[config.mk]
export PLATFORM = sky130hd
export DESIGN_NAME = uadd_arbiter_flat
export DESIGN_NICKNAME = d
export VERILOG_FILES = /design/src/rtl/uadd_arb_pkg.sv /design/src/rtl/uadd_arbiter_if.sv /design/src/rtl/uadd_rr_arbiter.sv /design/src/rtl/uadd_arbiter.sv /design/src/flat_wrapper.sv
export SDC_FILE = /design/constraint.sdc
export NUM_CORES = 1
export LEC_CHECK = 0
export ABC_AREA = 1
export CAP_MARGIN = 5
export CORE_MARGIN = 10
export CORE_UTILIZATION = 40
export CTS_BUF_LIST = sky130_fd_sc_hd__clkbuf_4 sky130_fd_sc_hd__clkbuf_8
export DETAILED_ROUTE_END_ITERATION = 12
export PLACE_DENSITY = 0.68
export SLEW_MARGIN = 20
export SYNTH_ARGS = -nofsm -noshare
export SYNTH_HDL_FRONTEND = slang
export SYNTH_SLANG_ARGS = --single-unit
[constraint.sdc]
create_clock -name clk -period 4 [get_ports clk]
set_input_delay 0.6 -clock clk [delete_from_list [all_inputs] [get_ports clk]]
set_output_delay 0.6 -clock clk [all_outputs]
set_load 0.02 [all_outputs]
[src/rtl/uadd_arb_pkg.sv]
// Shared types and constants for the two-requester unsigned adder arbiter.
package uadd_arb_pkg;

    localparam int unsigned WIDTH_DEF = 32;
    localparam int unsigned ID_W      = 1;
    localparam int unsigned NUM_REQ   = 2;

    typedef enum logic [1:0] {
        IDLE = 2'd0,
        EXEC = 2'd1,
        RESP = 2'd2
    } state_t;

endpackage

[src/rtl/uadd_arbiter_if.sv]
// Requester/response bundle for uadd_arbiter; slave = the arbiter, master = the environment.
interface uadd_arbiter_if #(
    parameter int unsigned WIDTH = uadd_arb_pkg::WIDTH_DEF
);

    logic                              req0_valid;
    logic                              req0_ready;
    logic [WIDTH-1:0]                  req0_a;
    logic [WIDTH-1:0]                  req0_b;
    logic                              req1_valid;
    logic                              req1_ready;
    logic [WIDTH-1:0]                  req1_a;
    logic [WIDTH-1:0]                  req1_b;
    logic                              rsp_valid;
    logic                              rsp_ready;
    logic [WIDTH-1:0]                  rsp_sum;
    logic                              rsp_carry;
    logic [uadd_arb_pkg::ID_W-1:0]     rsp_id;
    logic                              sel;

    modport slave (
        input  req0_valid, req0_a, req0_b,
        input  req1_valid, req1_a, req1_b,
        input  rsp_ready,
        output req0_ready, req1_ready,
        output rsp_valid, rsp_sum, rsp_carry, rsp_id, sel
    );

    modport master (
        output req0_valid, req0_a, req0_b,
        output req1_valid, req1_a, req1_b,
        output rsp_ready,
        input  req0_ready, req1_ready,
        input  rsp_valid, rsp_sum, rsp_carry, rsp_id, sel
    );

endinterface

[src/rtl/uadd_rr_arbiter.sv]
// Two-requester grant logic: round-robin when UADD_ARB_RR_EN is defined, else fixed priority to requester 0.
module uadd_rr_arbiter (
    input  logic       clk,
    input  logic       rst_n,
    input  logic [1:0] req,
    input  logic       accept,
    output logic [1:0] grant
);

`ifdef UADD_ARB_RR_EN
    // Remembers which requester was granted last; reset value lets requester 0 win first.
    logic last_q;

    always_comb begin
        grant = req;
        if (req == 2'b11) begin
            grant = last_q ? 2'b01 : 2'b10;
        end
    end

    always_ff @(posedge clk or negedge rst_n) begin
        if (!rst_n) begin
            last_q <= 1'b1;
        end else if (accept) begin
            last_q <= grant[1];
        end
    end
`else
    logic unused_ok;

    assign unused_ok = ^{clk, rst_n, accept};

    always_comb begin
        grant = 2'b00;
        if (req[0]) begin
            grant = 2'b01;
        end else if (req[1]) begin
            grant = 2'b10;
        end
    end
`endif

endmodule

[src/rtl/uadd_arbiter.sv]
// Arbitrated unsigned adder: accepts one operand pair in IDLE, adds in EXEC, holds the result in RESP.
// Build with UADD_ARB_RR_EN defined for round-robin arbitration; default is fixed priority.
module uadd_arbiter
    import uadd_arb_pkg::*;
#(
    parameter int unsigned WIDTH = uadd_arb_pkg::WIDTH_DEF
) (
    input  logic          clk,
    input  logic          rst_n,
    uadd_arbiter_if.slave bus
);

    state_t            state;
    logic [1:0]        req;
    logic [1:0]        grant;
    logic              accept;
    logic              sel_q;
    logic              sel_mux;
    logic [WIDTH-1:0]  op_a;
    logic [WIDTH-1:0]  op_b;
    logic [WIDTH-1:0]  a_q;
    logic [WIDTH-1:0]  b_q;
    logic [WIDTH:0]    sum_full;
    logic              rsp_valid_q;
    logic [WIDTH-1:0]  rsp_sum_q;
    logic              rsp_carry_q;
    logic [ID_W-1:0]   rsp_id_q;

    assign req    = {bus.req1_valid, bus.req0_valid};
    assign accept = rst_n && (state == IDLE) && (|req);

    uadd_rr_arbiter u_arb (
        .clk    (clk),
        .rst_n  (rst_n),
        .req    (req),
        .accept (accept),
        .grant  (grant)
    );

    // Readys are only ever seen in the accept cycle; sel follows the live grant there, else the last grant.
    assign bus.req0_ready = accept & grant[0];
    assign bus.req1_ready = accept & grant[1];
    assign sel_mux        = accept ? grant[1] : sel_q;
    assign bus.sel        = sel_mux;

    assign op_a     = sel_mux ? bus.req1_a : bus.req0_a;
    assign op_b     = sel_mux ? bus.req1_b : bus.req0_b;
    assign sum_full = (WIDTH+1)'(a_q) + (WIDTH+1)'(b_q);

    always_ff @(posedge clk or negedge rst_n) begin
        if (!rst_n) begin
            state       <= IDLE;
            sel_q       <= 1'b0;
            a_q         <= '0;
            b_q         <= '0;
            rsp_valid_q <= 1'b0;
            rsp_sum_q   <= '0;
            rsp_carry_q <= 1'b0;
            rsp_id_q    <= '0;
        end else begin
            case (state)
                IDLE: begin
                    if (accept) begin
                        a_q      <= op_a;
                        b_q      <= op_b;
                        sel_q    <= grant[1];
                        rsp_id_q <= ID_W'(grant[1]);
                        state    <= EXEC;
                    end
                end
                EXEC: begin
                    rsp_sum_q   <= sum_full[WIDTH-1:0];
                    rsp_carry_q <= sum_full[WIDTH];
                    rsp_valid_q <= 1'b1;
                    state       <= RESP;
                end
                RESP: begin
                    if (bus.rsp_ready) begin
                        rsp_valid_q <= 1'b0;
                        state       <= IDLE;
                    end
                end
                default: begin
                    rsp_valid_q <= 1'b0;
                    state       <= IDLE;
                end
            endcase
        end
    end

    assign bus.rsp_valid = rsp_valid_q;
    assign bus.rsp_sum   = rsp_sum_q;
    assign bus.rsp_carry = rsp_carry_q;
    assign bus.rsp_id    = rsp_id_q;

endmodule

[src/flat_wrapper.sv]
// flat-port wrapper written by rule: the top's interface ports become plain ports
module uadd_arbiter_flat import uadd_arb_pkg::*;
#(
    parameter int unsigned WIDTH = uadd_arb_pkg::WIDTH_DEF
)
  (clk, rst_n, bus_req0_valid, bus_req0_a, bus_req0_b, bus_req1_valid, bus_req1_a, bus_req1_b, bus_rsp_ready, bus_req0_ready, bus_req1_ready, bus_rsp_valid, bus_rsp_sum, bus_rsp_carry, bus_rsp_id, bus_sel);
  uadd_arbiter_if #(.WIDTH(WIDTH)) bus_i ();
  input  logic clk;
  input  logic rst_n;
  input wire logic [$bits(bus_i.req0_valid)-1:0] bus_req0_valid;
  input wire logic [$bits(bus_i.req0_a)-1:0] bus_req0_a;
  input wire logic [$bits(bus_i.req0_b)-1:0] bus_req0_b;
  input wire logic [$bits(bus_i.req1_valid)-1:0] bus_req1_valid;
  input wire logic [$bits(bus_i.req1_a)-1:0] bus_req1_a;
  input wire logic [$bits(bus_i.req1_b)-1:0] bus_req1_b;
  input wire logic [$bits(bus_i.rsp_ready)-1:0] bus_rsp_ready;
  output wire logic [$bits(bus_i.req0_ready)-1:0] bus_req0_ready;
  output wire logic [$bits(bus_i.req1_ready)-1:0] bus_req1_ready;
  output wire logic [$bits(bus_i.rsp_valid)-1:0] bus_rsp_valid;
  output wire logic [$bits(bus_i.rsp_sum)-1:0] bus_rsp_sum;
  output wire logic [$bits(bus_i.rsp_carry)-1:0] bus_rsp_carry;
  output wire logic [$bits(bus_i.rsp_id)-1:0] bus_rsp_id;
  output wire logic [$bits(bus_i.sel)-1:0] bus_sel;
  assign bus_i.req0_valid = bus_req0_valid;
  assign bus_i.req0_a = bus_req0_a;
  assign bus_i.req0_b = bus_req0_b;
  assign bus_i.req1_valid = bus_req1_valid;
  assign bus_i.req1_a = bus_req1_a;
  assign bus_i.req1_b = bus_req1_b;
  assign bus_i.rsp_ready = bus_rsp_ready;
  assign bus_req0_ready = bus_i.req0_ready;
  assign bus_req1_ready = bus_i.req1_ready;
  assign bus_rsp_valid = bus_i.rsp_valid;
  assign bus_rsp_sum = bus_i.rsp_sum;
  assign bus_rsp_carry = bus_i.rsp_carry;
  assign bus_rsp_id = bus_i.rsp_id;
  assign bus_sel = bus_i.sel;
  uadd_arbiter #(.WIDTH(WIDTH)) u_core (.clk(clk), .rst_n(rst_n), .bus(bus_i));
endmodule
==> results.md, run 1 <==
- Outcome: finished clean
- Reg2Reg Setup Slack: 1.69 ns
- Dpl ws: 1.09 ns
- WP data arrival: 2.30 ns
- R2R depth: 10
- Clock Skew: 0.0145 ns
- DR pass1 iterations: 5
- Levels on crit path: 8
- Worst Setup End Kind: primary output
- CP peak stage delay: 0.57 ns
- Sequential area share after synthesis: 39.0%
- DIE AREA: 21900 um^2
- Crit path buf inv count: 5
- Final setup viols: 0
- Total Wirelength: 20400 um
- Initial antenna violation count: 0
- Max Cap Viol: 0
- Cts hold-fix bufs: 0
- Num rows: 46
- Die H: 148 um
- Flop and latch count out of synthesis: 102
- Final Hold Viols: 0
- Ys async rst share: 100%
- Fraction of final layout cells with drive strength greater than 1: 3.72%
- Initial Util: 41.1%
- Synth Instances: 943
- CTS tree: yes
- Max_slew headroom: 43.1%
- Most used cell, CP: clkdlybuf4s50_1
- Crit-path slowest cell: clkdlybuf4s50_1
- First-pass GRT wire length: 33000 um
- Post-Syn Nets: 1109
- Synth Area per Inst: 6.95 um^2
- FILL cells: 1662
- Synth Flop Type: dfrtp_1
- Vias per cell: 4.90
- Max Fclk: 345 MHz
- Worst Setup Slack, final: 1.10 ns
- Worst path required time: 3.40 ns
- Core ar.: 15900 um^2
- Top-count cell post-synth: nand2_1
- Reg2Reg Capture Point: u_core.bus.rsp_carry$_DFFE_PN0P_
- Unrepaired setup endpoints after global routing: false
- Final ANT Viol Nets: 0
- Area contributors post-synth: dfrtp_1 39%, nand2_1 17%, inv_1 6.4%
- CTS root buf: clkbuf_8
- Crit path kind: input pin to primary output
- H-tree Lvls: 3
- Iter 0 DRT Violations: 390
- GPL Wtd Cong: 0.895
- Nets: 1264
- Top cells by count, synth: 296 x nand2_1, 112 x inv_1, 109 x nor2_1
- Worst path top cell family by delay: buffers and inverters
- R2r startpoint: u_core.b_q[0]$_DFFE_PN0P_
- Share of the synthesized area in the top cell type: 39.0%
- Overflow after GRT: 0
- DP Wirelength: 16000 um
- Period utilization: 72.5%
- Hold_ws: 0.344 ns
- Startpoint Class: input pin
- Number of synthesized flops with an enable pin: 0
- Cts bufs inserted: 9
- Pleak: 4.16 nW
- Largest net degree at the start of global routing: 66
- Post-synthesis cell area: 6550 um^2
- Cell taking the most area after synthesis: dfrtp_1
- Slew Viols, Final: 0
- IO Pins: 171
- Vias in the first global route: 6287
- Library cells used by synthesis: 29
- PD cells: 844 nW/um^2
- Antenna cells: 0
- Setup_tns: 0 ns
- Total GRT Usage: 18.6%
- Clock Tree Buf Depth: 2
- Drt drc: 0
- Drt wl/cell: 15.5 um
- Die Wd: 148 um
- Worst path cell trace: clkdlybuf4s50_1 -> buf_4 -> inv_1 -> a21oi_4 -> inv_2 -> nand2_1 -> nand2_2 -> clkdlybuf4s50_1
- Hold Path Class: input pin to async pin
- Slew of the pin with the lowest slew margin: 0.853 ns
- Clock transition at the registers of the reported paths: 0.10 ns
- Syn. warnings: 0
- P&R area growth vs syn: 31.5%
- Vias: 6464
- PostCTS Resize Cnt: 0
- Clk_lat worst skew: 0.39 ns
- Final min period: 2.90 ns
- Clk sinks: 102
- Maximum fanout along the worst path: 21
- Post-CTS setup buffer count: 0
- Worst vdd ir: 0.298 mV
- Port bufs: 170
where the power goes:
group          switching [mW]  internal [mW]
clock                   0.367          0.358
combinational            2.89           1.82
sequential              0.345           1.50
total                    3.60           3.67
cells by family (layout without fill, tap and decap cells):
group | count (synthesis) | in the layout | share of synthesized area [%]
AOI/OAI and AO/OA | 173 | 173 | 14.5
xor gates and xnor gates | 13 | 13 | 1.74
adders and majority gates | 33 | 33 | 6.42
buffers and inverters | 149 | 309 | 9.51
DFF | 102 | 102 | 39.0
and+or+nand+nor | 473 | 473 | 28.9
how the worst max path moves through the flow:
stage                    from  endpoint
2_1_floorplan  bus_req1_valid   bus_sel
3_3_place_gp   bus_req0_valid   bus_sel
3_5_place_dp   bus_req0_valid   bus_sel
4_1_cts        bus_req0_valid   bus_sel
5_1_grt        bus_req0_valid   bus_sel
6_report       bus_req0_valid   bus_sel
metal layers:
layer | share of wire (%) | track usage (%) | up-vias
met5 | 0 | 0 | -
met1 | 48 | 25.5 | 2940
met3 | 6.6 | 4.98 | 19
li1 | - | - | 3341
met2 | 44 | 28.1 | 164
met4 | 1.4 | 5.65 | 0
flip-flops by register name, summed over array words and instances (netlist names):
name                  flops
u_core.bus.rsp_carry      1
u_core.bus.rsp_id         1
u_core.state              2
u_core.bus.rsp_valid      1
u_core.a_q               32
u_core.sel_q              1
u_core.b_q               32
u_core.bus.rsp_sum       32
final cells by class:
type / instances / area (um^2) / area share (%)
multi-input combinational: 692 / 3390 / 39.3
sequential: 102 / 2550 / 29.6
timing repair buffer: 178 / 1760 / 20.4
inverter: 115 / 432 / 5.01
tap: 216 / 270 / 3.14
clock buffer: 10 / 131 / 1.52
clock inverter: 6 / 86.3 / 1.00
worst reg2reg max path, cell delays in order (launching register included):
cell and delay (ns):
dfrtp_1 0.44, ha_1 0.30, fa_1 0.49, nand3_1 0.12
nand3_1 0.14, nand2_1 0.09, nand3_1 0.14, nand2_1 0.14
nand3_1 0.13, a21oi_1 0.15, nor2_1 0.05
placed cells by master, fill, tap and decap left out, drive strengths merged:
cell type and n:
fa 1, a21o 1, nand2 297, nor4 1, nand3 46, nand3b 4
nor3 6, bufinv 2, nand4 4, xnor2 13, a21oi 69, o22ai 45
clkdlybuf4s50 169, and2 1, nor2 114, clkbuf 10, ha 32, clkinv 3
clkinvlp 1, o21ai 55, inv 115, dfrtp 102, buf 9, o21bai 3
stage by stage:
step | utilization, % | power [mW] | cells | area (um^2)
CTS | 54.0 | 7.28 | 1319 | 8620
floorplan | - | 5.07 | 943 | 6550
finish | 54.0 | 7.27 | 1319 | 8620
detailed placement | 52.7 | 6.53 | 1303 | 8400
global placement | 52.7 | 6.49 | 1303 | 8400
global route | 54.0 | 8.03 | 1319 | 8620
Note: power is estimated with default switching activity, not from simulation.
==> run 2, diff against run 1 <==
Clock period 4 ns to 2.75 ns, I/O delays scaled along.
==> run 2 against run 1 <==
Against the previous run: clock skew grew 0.00084 ns; register-to-register slack worse by 1.2 ns; wire length up 0.16%; highest routed layer unchanged; largest cell class unchanged; core utilization increased by 0.16 points; setup slack got worse by 0.89 ns; critical path depth decreased by 2.
==> results.md, run 2 (same netlist as run 1, synthesis figures left out) <==
- Outcome: finished clean
- CTS tree: yes
- Overflow after GRT: 0 (unchanged)
- Maximum fanout along the worst path: 4 (-81%)
- Nets: 1265 (+0.079%)
- DIE AREA: 21900 um^2 (unchanged)
- H-tree Lvls: 3 (unchanged)
- R2R depth: 10 (unchanged)
- Vias per cell: 4.86 (-0.74%)
- Power, Total: 10.6 mW (+45%)
- Cts bufs inserted: 9 (unchanged)
- Clk_lat worst skew: 0.38 ns (about the same)
- Pleak: 4.17 nW (+0.24%)
- Slew Viols, Final: 0 (unchanged)
- Vias: 6421 (-0.67%)
- Drt wl/cell: 15.5 um (about the same)
- Total GRT Usage: 19.1% (+0.46 points)
- Die H: 148 um (unchanged)
- Reg2Reg Setup Slack: 0.45 ns (-1.24 ns)
- IO Pins: 171 (unchanged)
- DP Wirelength: 16200 um (+0.67%)
- PostCTS Resize Cnt: 0 (unchanged)
- Core ar.: 15900 um^2 (unchanged)
- Reg2Reg Capture Point: u_core.bus.rsp_carry$_DFFE_PN0P_
- Clk sinks: 102 (unchanged)
- Drt drc: 0 (unchanged)
- Port bufs: 170 (unchanged)
- Iter 0 DRT Violations: 458 (+17%)
- Part of the power in registers: 25.4% (about the same)
- Largest net degree at the start of global routing: 66 (unchanged)
- Post-CTS setup buffer count: 0 (unchanged)
- Setup_tns: 0 ns (unchanged)
- Worst vdd ir: 0.603 mV (+100%)
- Clock Tree Buf Depth: 2 (unchanged)
- Total Wirelength: 20500 um (+0.16%)
- Final Hold Viols: 0 (unchanged)
- CTS root buf: clkbuf_8
- GPL Wtd Cong: 0.893 (-0.16%)
- Initial Util: 41.1% (unchanged)
- Most frequent cells in the layout: 295 x nand2_1, 169 x clkdlybuf4s50_1, 112 x inv_1
- WP data arrival: 2.13 ns (-0.17 ns)
- Final ANT Viol Nets: 0 (unchanged)
- Fraction of final layout cells with drive strength greater than 1: 3.80% (+0.087 points)
- Final min period: 2.55 ns
- Comb pwr share: 64.6% (about the same)
- Clock transition at the registers of the reported paths: 0.10 ns (about the same)
- Unrepaired setup endpoints after global routing: false
- Cts hold-fix bufs: 0 (unchanged)
- R2r startpoint: u_core.b_q[0]$_DFFE_PN0P_
- P&R area growth vs syn: 31.9%
- Slew of the pin with the lowest slew margin: 0.709 ns (-0.144 ns)
- Startpoint Class: flop
- Max Fclk: 393 MHz
- Antenna cells: 0 (unchanged)
- Die Wd: 148 um (unchanged)
- DR pass1 iterations: 5 (unchanged)
- Clk network pwr share: 10.0% (about the same)
- Sw frac: 49.5% (about the same)
- Clock Skew: 0.0153 ns (+0.000841 ns)
- Vias in the first global route: 6472 (+2.9%)
- Hold Path Class: input pin to async pin
- Final setup viols: 0 (unchanged)
- Crit path kind: flop to primary output
- Internal Power: 5.34 mW (+45%)
- First-pass GRT wire length: 34100 um (+3.5%)
- Max Cap Viol: 0 (unchanged)
- Period utilization: 92.6%
- Num rows: 46 (unchanged)
- Commonest non-fill, non-tap cell in the layout: nand2_1
- NetSw: 5.23 mW (+45%)
- Worst Setup End Kind: primary output
- Max_slew headroom: 52.7% (+9.7 points)
- Worst path required time: 2.34 ns (-1.06 ns)
- Initial antenna violation count: 0 (unchanged)
- PD cells: 1220 nW/um^2 (+45%)
run 2: cell count changes in the layout (fill, tap and decap cells not counted), sizes merged:
cell / delta
clkbuf: -1
clkinv: +1
buf: +1
run 2: worst max-delay path by stage:
stage               slack (ns)                          endpoint  cells after the start                   startpoint
finish                    0.20                           bus_sel                      6  u_core.state[1]$_DFFE_PN0P_
global route              0.12                           bus_sel                      6  u_core.state[1]$_DFFE_PN0P_
CTS                       0.19                           bus_sel                      6  u_core.state[1]$_DFFE_PN0P_
detailed placement        0.41                           bus_sel                      6               bus_req1_valid
global placement          0.40                           bus_sel                      6               bus_req1_valid
floorplan                 0.89  u_core.bus.rsp_carry$_DFFE_PN0P_                     10    u_core.b_q[0]$_DFFE_PN0P_
run 2: per-stage QoR:
stage	std cells	hold slack, ns	worst slack [ns]	utilization, %	instance area (um^2)
finish	1320	0.165	0.205	54.2	8640
global route	1320	0.211	0.119	54.2	8640
CTS	1320	0.192	0.186	54.2	8640
detailed placement	1304	0.466	0.406	52.8	8420
global placement	1304	0.463	0.397	52.8	8420
floorplan	943	0.117	0.894	-	6550
run 2: worst max-delay path, cell delays in order, from the launching register on:
cell and delay, ns:
dfrtp_1 0.43, nor2_2 0.24, nand2_2 0.13, nor3_2 0.18, inv_2 0.07, nand2_2 0.07
clkdlybuf4s50_1 0.62
run 2: layer usage:
metal	global-route usage, %	share of wire, %	wire length (um)
met1	26.4	49	9950
met2	29.0	43	8900
met3	5.37	7.1	1450
met4	3.91	0.85	175
met5	0	0	0
run 2: power groups by stage:
stage	clock, mW	sequential [mW]	combinational [mW]
2_1_floorplan	0	2.83	4.54
3_3_place_gp	0	2.70	6.76
3_5_place_dp	0	2.71	6.82
4_1_cts	1.08	2.68	6.85
5_1_grt	1.15	2.77	7.85
6_report	1.06	2.68	6.83
run 2: cell type report:
type                            count  area, um^2
Sequential cell                   102        2550
Inverter                          115         432
Tap cell                          216         270
Clock buffer                        9         124
Multi-Input combinational cell    692        3390
Timing Repair Buffer              179        1780
Fill cell                        1644        7300
Clock inverter                      7        98.8
==> RTL edit 1, RTL diff (flow settings as in run 1) <==
Change the package constant `WIDTH_DEF` from 32 to 64.
--- a/src/rtl/uadd_arb_pkg.sv
+++ b/src/rtl/uadd_arb_pkg.sv
@@ -1,7 +1,7 @@
 // Shared types and constants for the two-requester unsigned adder arbiter.
 package uadd_arb_pkg;
 
-    localparam int unsigned WIDTH_DEF = 32;
+    localparam int unsigned WIDTH_DEF = 64;
     localparam int unsigned ID_W      = 1;
     localparam int unsigned NUM_REQ   = 2;
 
Interface: changed (5 resized); port bits go from 171 to 331. The function was not compared with the original's and may differ.
==> RTL edit 1 against run 1 <==
  * Critical path type unchanged
  * Synthesized area grew 110%
  * Design area up 110%
  * Power increased by 110%
  * Worst setup slack worse by 0.14 ns
  * Routed wire length grew to 2.7 times the old value
  * Maximum frequency shrank 4.6%
  * Sequential cell count is 96 higher
  * Largest power group unchanged
  * Largest cell class unchanged
  * Register-to-register slack worse by 0.41 ns
==> RTL edit 1: results (changes against run 1) <==
drt:
  post_drt_wl_per_cell_um: 18.9  # +22%
  drt-total-wl_um: 54500  # +170%
  drt-met1-wl_um: 24900  # +150%
  firstDrtPassIters: 7  # +2
  route.met2.wl_um: 24000  # +170%
  num_vias: 14800  # +130%
  wl_met3_um: 4900  # +260%
placed_design:
  place_congestion: 0.999  # +12%
  placedCellCount: 2836  # +120%
yosys:
  synth_seq_area_share: 0.360  # -0.0294
  synth.top_cells.by_count: "nand2_1 (711), inv_1 (317), nor2_1 (240)"
  synthesis.nets: 2438  # +120%
  ys_types: 33  # +14%
critical_path:
  cp.arrival_ns: 2.44  # +0.14 ns
  path_max_fanout: 10  # -52%
  r2r-end: "u_core.bus.rsp_sum[57]"
  cp-startpoint: "rst_n"
  reg2reg_depth: 12  # +2
  r2r_slack_ns: 1.28  # -0.41 ns
timing:
  skew_ns: 0.0244  # +0.00995 ns
  max_slew_margin: 0.322  # -0.109
power_and_ir_drop:
  ir_drop_v: 0.000336  # +13%
  power.leakage_uw: 0.00893  # +110%
cts:
  h-tree-depth: 4  # +1
  insertion_delay_ns: 0.51  # +0.12 ns
  numCtsBuffers: 17  # +8
finish:
  drive_above_1_share: 0.0310  # -0.00619
  nFillCells: 3412  # +110%
  final_nets: 2734  # +120%
global_route:
  track_usage: 0.254  # +0.0674
  grt_pass1_wl_um: 82000  # +150%
  grt_start_max_net_pins: 93  # +41%
status:
  outcome: "completed"
## RTL edit 1: how the worst max path moves through the flow
stage | slack (ns) | depth (start not counted) | to
global placement | 0.92 | 9 | u_core.a_q[10]
CTS | 0.94 | 7 | bus_sel
detailed placement | 0.82 | 9 | u_core.b_q[4]
global route | 0.89 | 8 | bus_sel
finish | 0.96 | 7 | bus_sel
floorplan | 1.89 | 6 | bus_sel
## RTL edit 1: kinds of logic (layout without fill, tap and decap cells)
logic type / after synthesis / after routing / synth area share
and+or+nand+nor: 1089 / 1089 / 0.317
buffers and inverters: 391 / 700 / 0.110
DFF: 198 / 198 / 0.360
adders and majority gates: 65 / 65 / 0.0597
AOI/OAI and AO/OA: 342 / 342 / 0.136
other: 0 / 10 / 0
xor gates and xnor gates: 27 / 27 / 0.0172
## RTL edit 1: worst max-delay path, stage by stage
cell	delay, ns
dlygate4sd3_1	0.54
clkbuf_8	0.20
o211ai_4	0.13
nor2_2	0.14
a21oi_2	0.07
inv_4	0.11
clkdlybuf4s50_1	0.65
## RTL edit 1: layout make-up
class                           instances  share of cell area
Antenna cell                           10             0.00140
Clock buffer                           18              0.0139
Clock inverter                         14             0.00832
Inverter                              322              0.0679
Multi-Input combinational cell       1523               0.408
Sequential cell                       198               0.277
Tap cell                              448              0.0313
Timing Repair Buffer                  346               0.192
## RTL edit 1: timing repair
item | in CTS | in global routing
setup buffers | 0 | 0
hold buffers | 1 | 0
hold endpoints to repair | 7 | 0
## RTL edit 1: where the power goes
group          total, uW  internal [uW]  switching [uW]  leakage [uW]
registers           3540           2870             664       0.00224
logic              10600           3720            6840       0.00650
clock network       1340            484             859      0.000191
## RTL edit 1: metrics by stage
step	hold WS, ns	cell area (um^2)	setup WS (ns)	utilization
after floorplan	0.304	13800	1.89	-
after global placement	0.457	17500	0.920	0.518
after detailed placement	0.456	17500	0.818	0.518
after CTS	0.459	17900	0.943	0.530
after global routing	0.484	17900	0.886	0.531
final	0.478	17900	0.957	0.531
## RTL edit 1: layer usage
metal  up-vias  GRT usage
li1       7289          -
met1      6945      0.356
met2       544      0.382
met3        34     0.0623
met4         0     0.0659
met5         -          0
==> RTL edit 2, RTL diff (config.mk and constraints of run 1) <==
Without the edit above. The 3 states of `state_t` get a one-hot encoding in 3 bits.
--- a/src/rtl/uadd_arb_pkg.sv
+++ b/src/rtl/uadd_arb_pkg.sv
@@ -5,10 +5,10 @@
     localparam int unsigned ID_W      = 1;
     localparam int unsigned NUM_REQ   = 2;
 
-    typedef enum logic [1:0] {
-        IDLE = 2'd0,
-        EXEC = 2'd1,
-        RESP = 2'd2
+    typedef enum logic [2:0] {
+        IDLE = 3'b001,
+        EXEC = 3'b010,
+        RESP = 3'b100
     } state_t;
 
 endpackage
Check against the original RTL: same outputs for any inputs over 10 cycles, from zero or initial values and one cycle with rst_n low; not proved beyond that.
==> RTL edit 2 against run 1 <==
  * Synthesized area is 0.15% higher
  * Clock skew is 0.0044 ns lower
  * Sequential cell count is 1 higher
  * Critical endpoint unchanged
  * Largest power group unchanged
  * Final cell count is 0.30% higher
  * Power is 5.3% higher
  * Worst setup slack worse by 0.43 ns
  * Via count is 1.2% higher
  * Largest cell class unchanged
  * Global-route usage is 0.45 points higher
  * Design area is 0.36% higher
  * Routed wire length is 2.2% higher
  * Combinational power is 8.3% higher
==> RTL edit 2: results (changes against run 1) <==
drt:
  drt-total-wl_um: 20900  # +2.2%
  drt-vias-per-instance: 4.94  # +0.87%
  drt_iter0_drc: 433  # +11%
  firstDrtPassIters: 5  # unchanged
power_and_ir_drop:
  power.leakage_uw: 0.00418  # +0.61%
  ir_drop_v: 0.000478  # +61%
critical_path:
  r2r-end: "u_core.b_q[7]"
  reg2reg_depth: 9  # -1
  cp.arrival_ns: 2.74  # +0.44 ns
  r2r-start: "u_core.state[0]"
  r2r_slack_ns: 1.37  # -0.32 ns
  path_max_fanout: 14  # -33%
  endpoint_kind: "output pin"
yosys:
  synthesis.nets: 1113  # +0.36%
  async_reset_ff_frac: 1.00  # unchanged
  synth_warnings: 0  # unchanged
  synth.top_cells.by_count: "nand2_1 (297), inv_1 (116), nor2_1 (108)"
  ys.flop_type: "dfrtp_1"
  synth_seq_area_share: 0.393  # +0.00341
  synthTopCellsByArea: "dfrtp_1 (39%), nand2_1 (17%), inv_1 (6.6%)"
  ys_types: 33  # +14%
hold_path:
  hold_path.class: "input pin to asynchronous set/reset pin"
placed_design:
  port_buffers: 170  # unchanged
  dp_hpwl_um: 16600  # +3.1%
  place_congestion: 0.917  # +2.5%
global_route:
  grt_pass1_vias: 6356  # +1.1%
  grt_start_max_net_pins: 65  # -1.5%
  track_usage: 0.191  # +0.00449
  antenna_found_initial: 0  # unchanged
  grt_pass1_wl_um: 33600  # +2.0%
finish:
  final_nets: 1268  # +0.32%
  drive_above_1_share: 0.0298  # -0.00736
  antenna_cells: 0  # unchanged
cts:
  h-tree-depth: 3  # unchanged
  cts_resized: 0  # unchanged
  root_buffer: "clkbuf_8"
  clk_pin_slew_ns: 0.10  # about the same
  clk_path_buf_depth: 2  # unchanged
  insertion_delay_ns: 0.39  # about the same
  post_cts_buffers: 0  # unchanged
  numCtsBuffers: 9  # unchanged
timing:
  skew_ns: 0.0101  # -0.00437 ns
  tightest_slew_ns: 0.693  # -0.160 ns
status:
  outcome: "completed"
## RTL edit 2: logic make-up after synthesis
family / synth area share
AO/OA/AOI/OAI: 0.145
XOR/XNOR: 0.0187
adder cells (fa/ha/maj): 0.0641
buffers and inverters: 0.0913
flip-flops: 0.393
AND/OR/NAND/NOR: 0.288
## RTL edit 2: power breakdown
part           total (uW)  switching, uW  internal (uW)
clock network         696            387            310
registers            1880            349           1530
logic                5090           3140           1950
## RTL edit 2: final cells by class
| cell class | instances | area (um^2) |
|---|---|---|
| Clock buffer | 10 | 138 |
| Clock inverter | 6 | 68.8 |
| Fill cell | 1626 | 7350 |
| Inverter | 117 | 439 |
| Multi-Input combinational cell | 693 | 3390 |
| Sequential cell | 103 | 2580 |
| Tap cell | 216 | 270 |
| Timing Repair Buffer | 178 | 1760 |
## RTL edit 2: worst max path at each step
stage / startpoint / to / slack [ns] / depth (start not counted)
6_report: u_core.state[0] / bus_sel / 0.66 / 7
5_1_grt: u_core.state[0] / bus_sel / 0.51 / 7
4_1_cts: u_core.state[0] / bus_sel / 0.64 / 7
3_5_place_dp: bus_req0_valid / bus_sel / 0.85 / 6
3_3_place_gp: bus_req0_valid / bus_sel / 0.89 / 6
2_1_floorplan: bus_req0_valid / bus_req0_ready / 1.91 / 5
## RTL edit 2: per-stage QoR
| stage | hold slack (ns) | setup slack, ns | cell area, um^2 | cells | power, uW |
|---|---|---|---|---|---|
| after floorplan | 0.304 | 1.91 | 6560 | 947 | 5390 |
| final | 0.370 | 0.664 | 8650 | 1323 | 7660 |
| after global routing | 0.426 | 0.514 | 8650 | 1323 | 8480 |
| after CTS | 0.390 | 0.642 | 8650 | 1323 | 7680 |
| after detailed placement | 0.464 | 0.850 | 8440 | 1307 | 6960 |
| after global placement | 0.465 | 0.891 | 8440 | 1307 | 6890 |
## RTL edit 2: critical path, stage by stage (launching register included)
cell and delay [ns]:
dfstp_2 0.54, inv_1 0.06, nor3_4 0.31, o211ai_4 0.23
inv_2 0.27, nand3_2 0.16, nand2_2 0.12, clkdlybuf4s50_1 0.65
## RTL edit 2: layer usage
| metal | track usage | wire, um | vias to the layer above |
|---|---|---|---|
| met5 | 0 | 0 | - |
| met4 | 0.0659 | 423 | 0 |
| met3 | 0.0531 | 1780 | 18 |
| met2 | 0.280 | 9020 | 209 |
| met1 | 0.263 | 9680 | 2964 |
| li1 | - | - | 3349 |
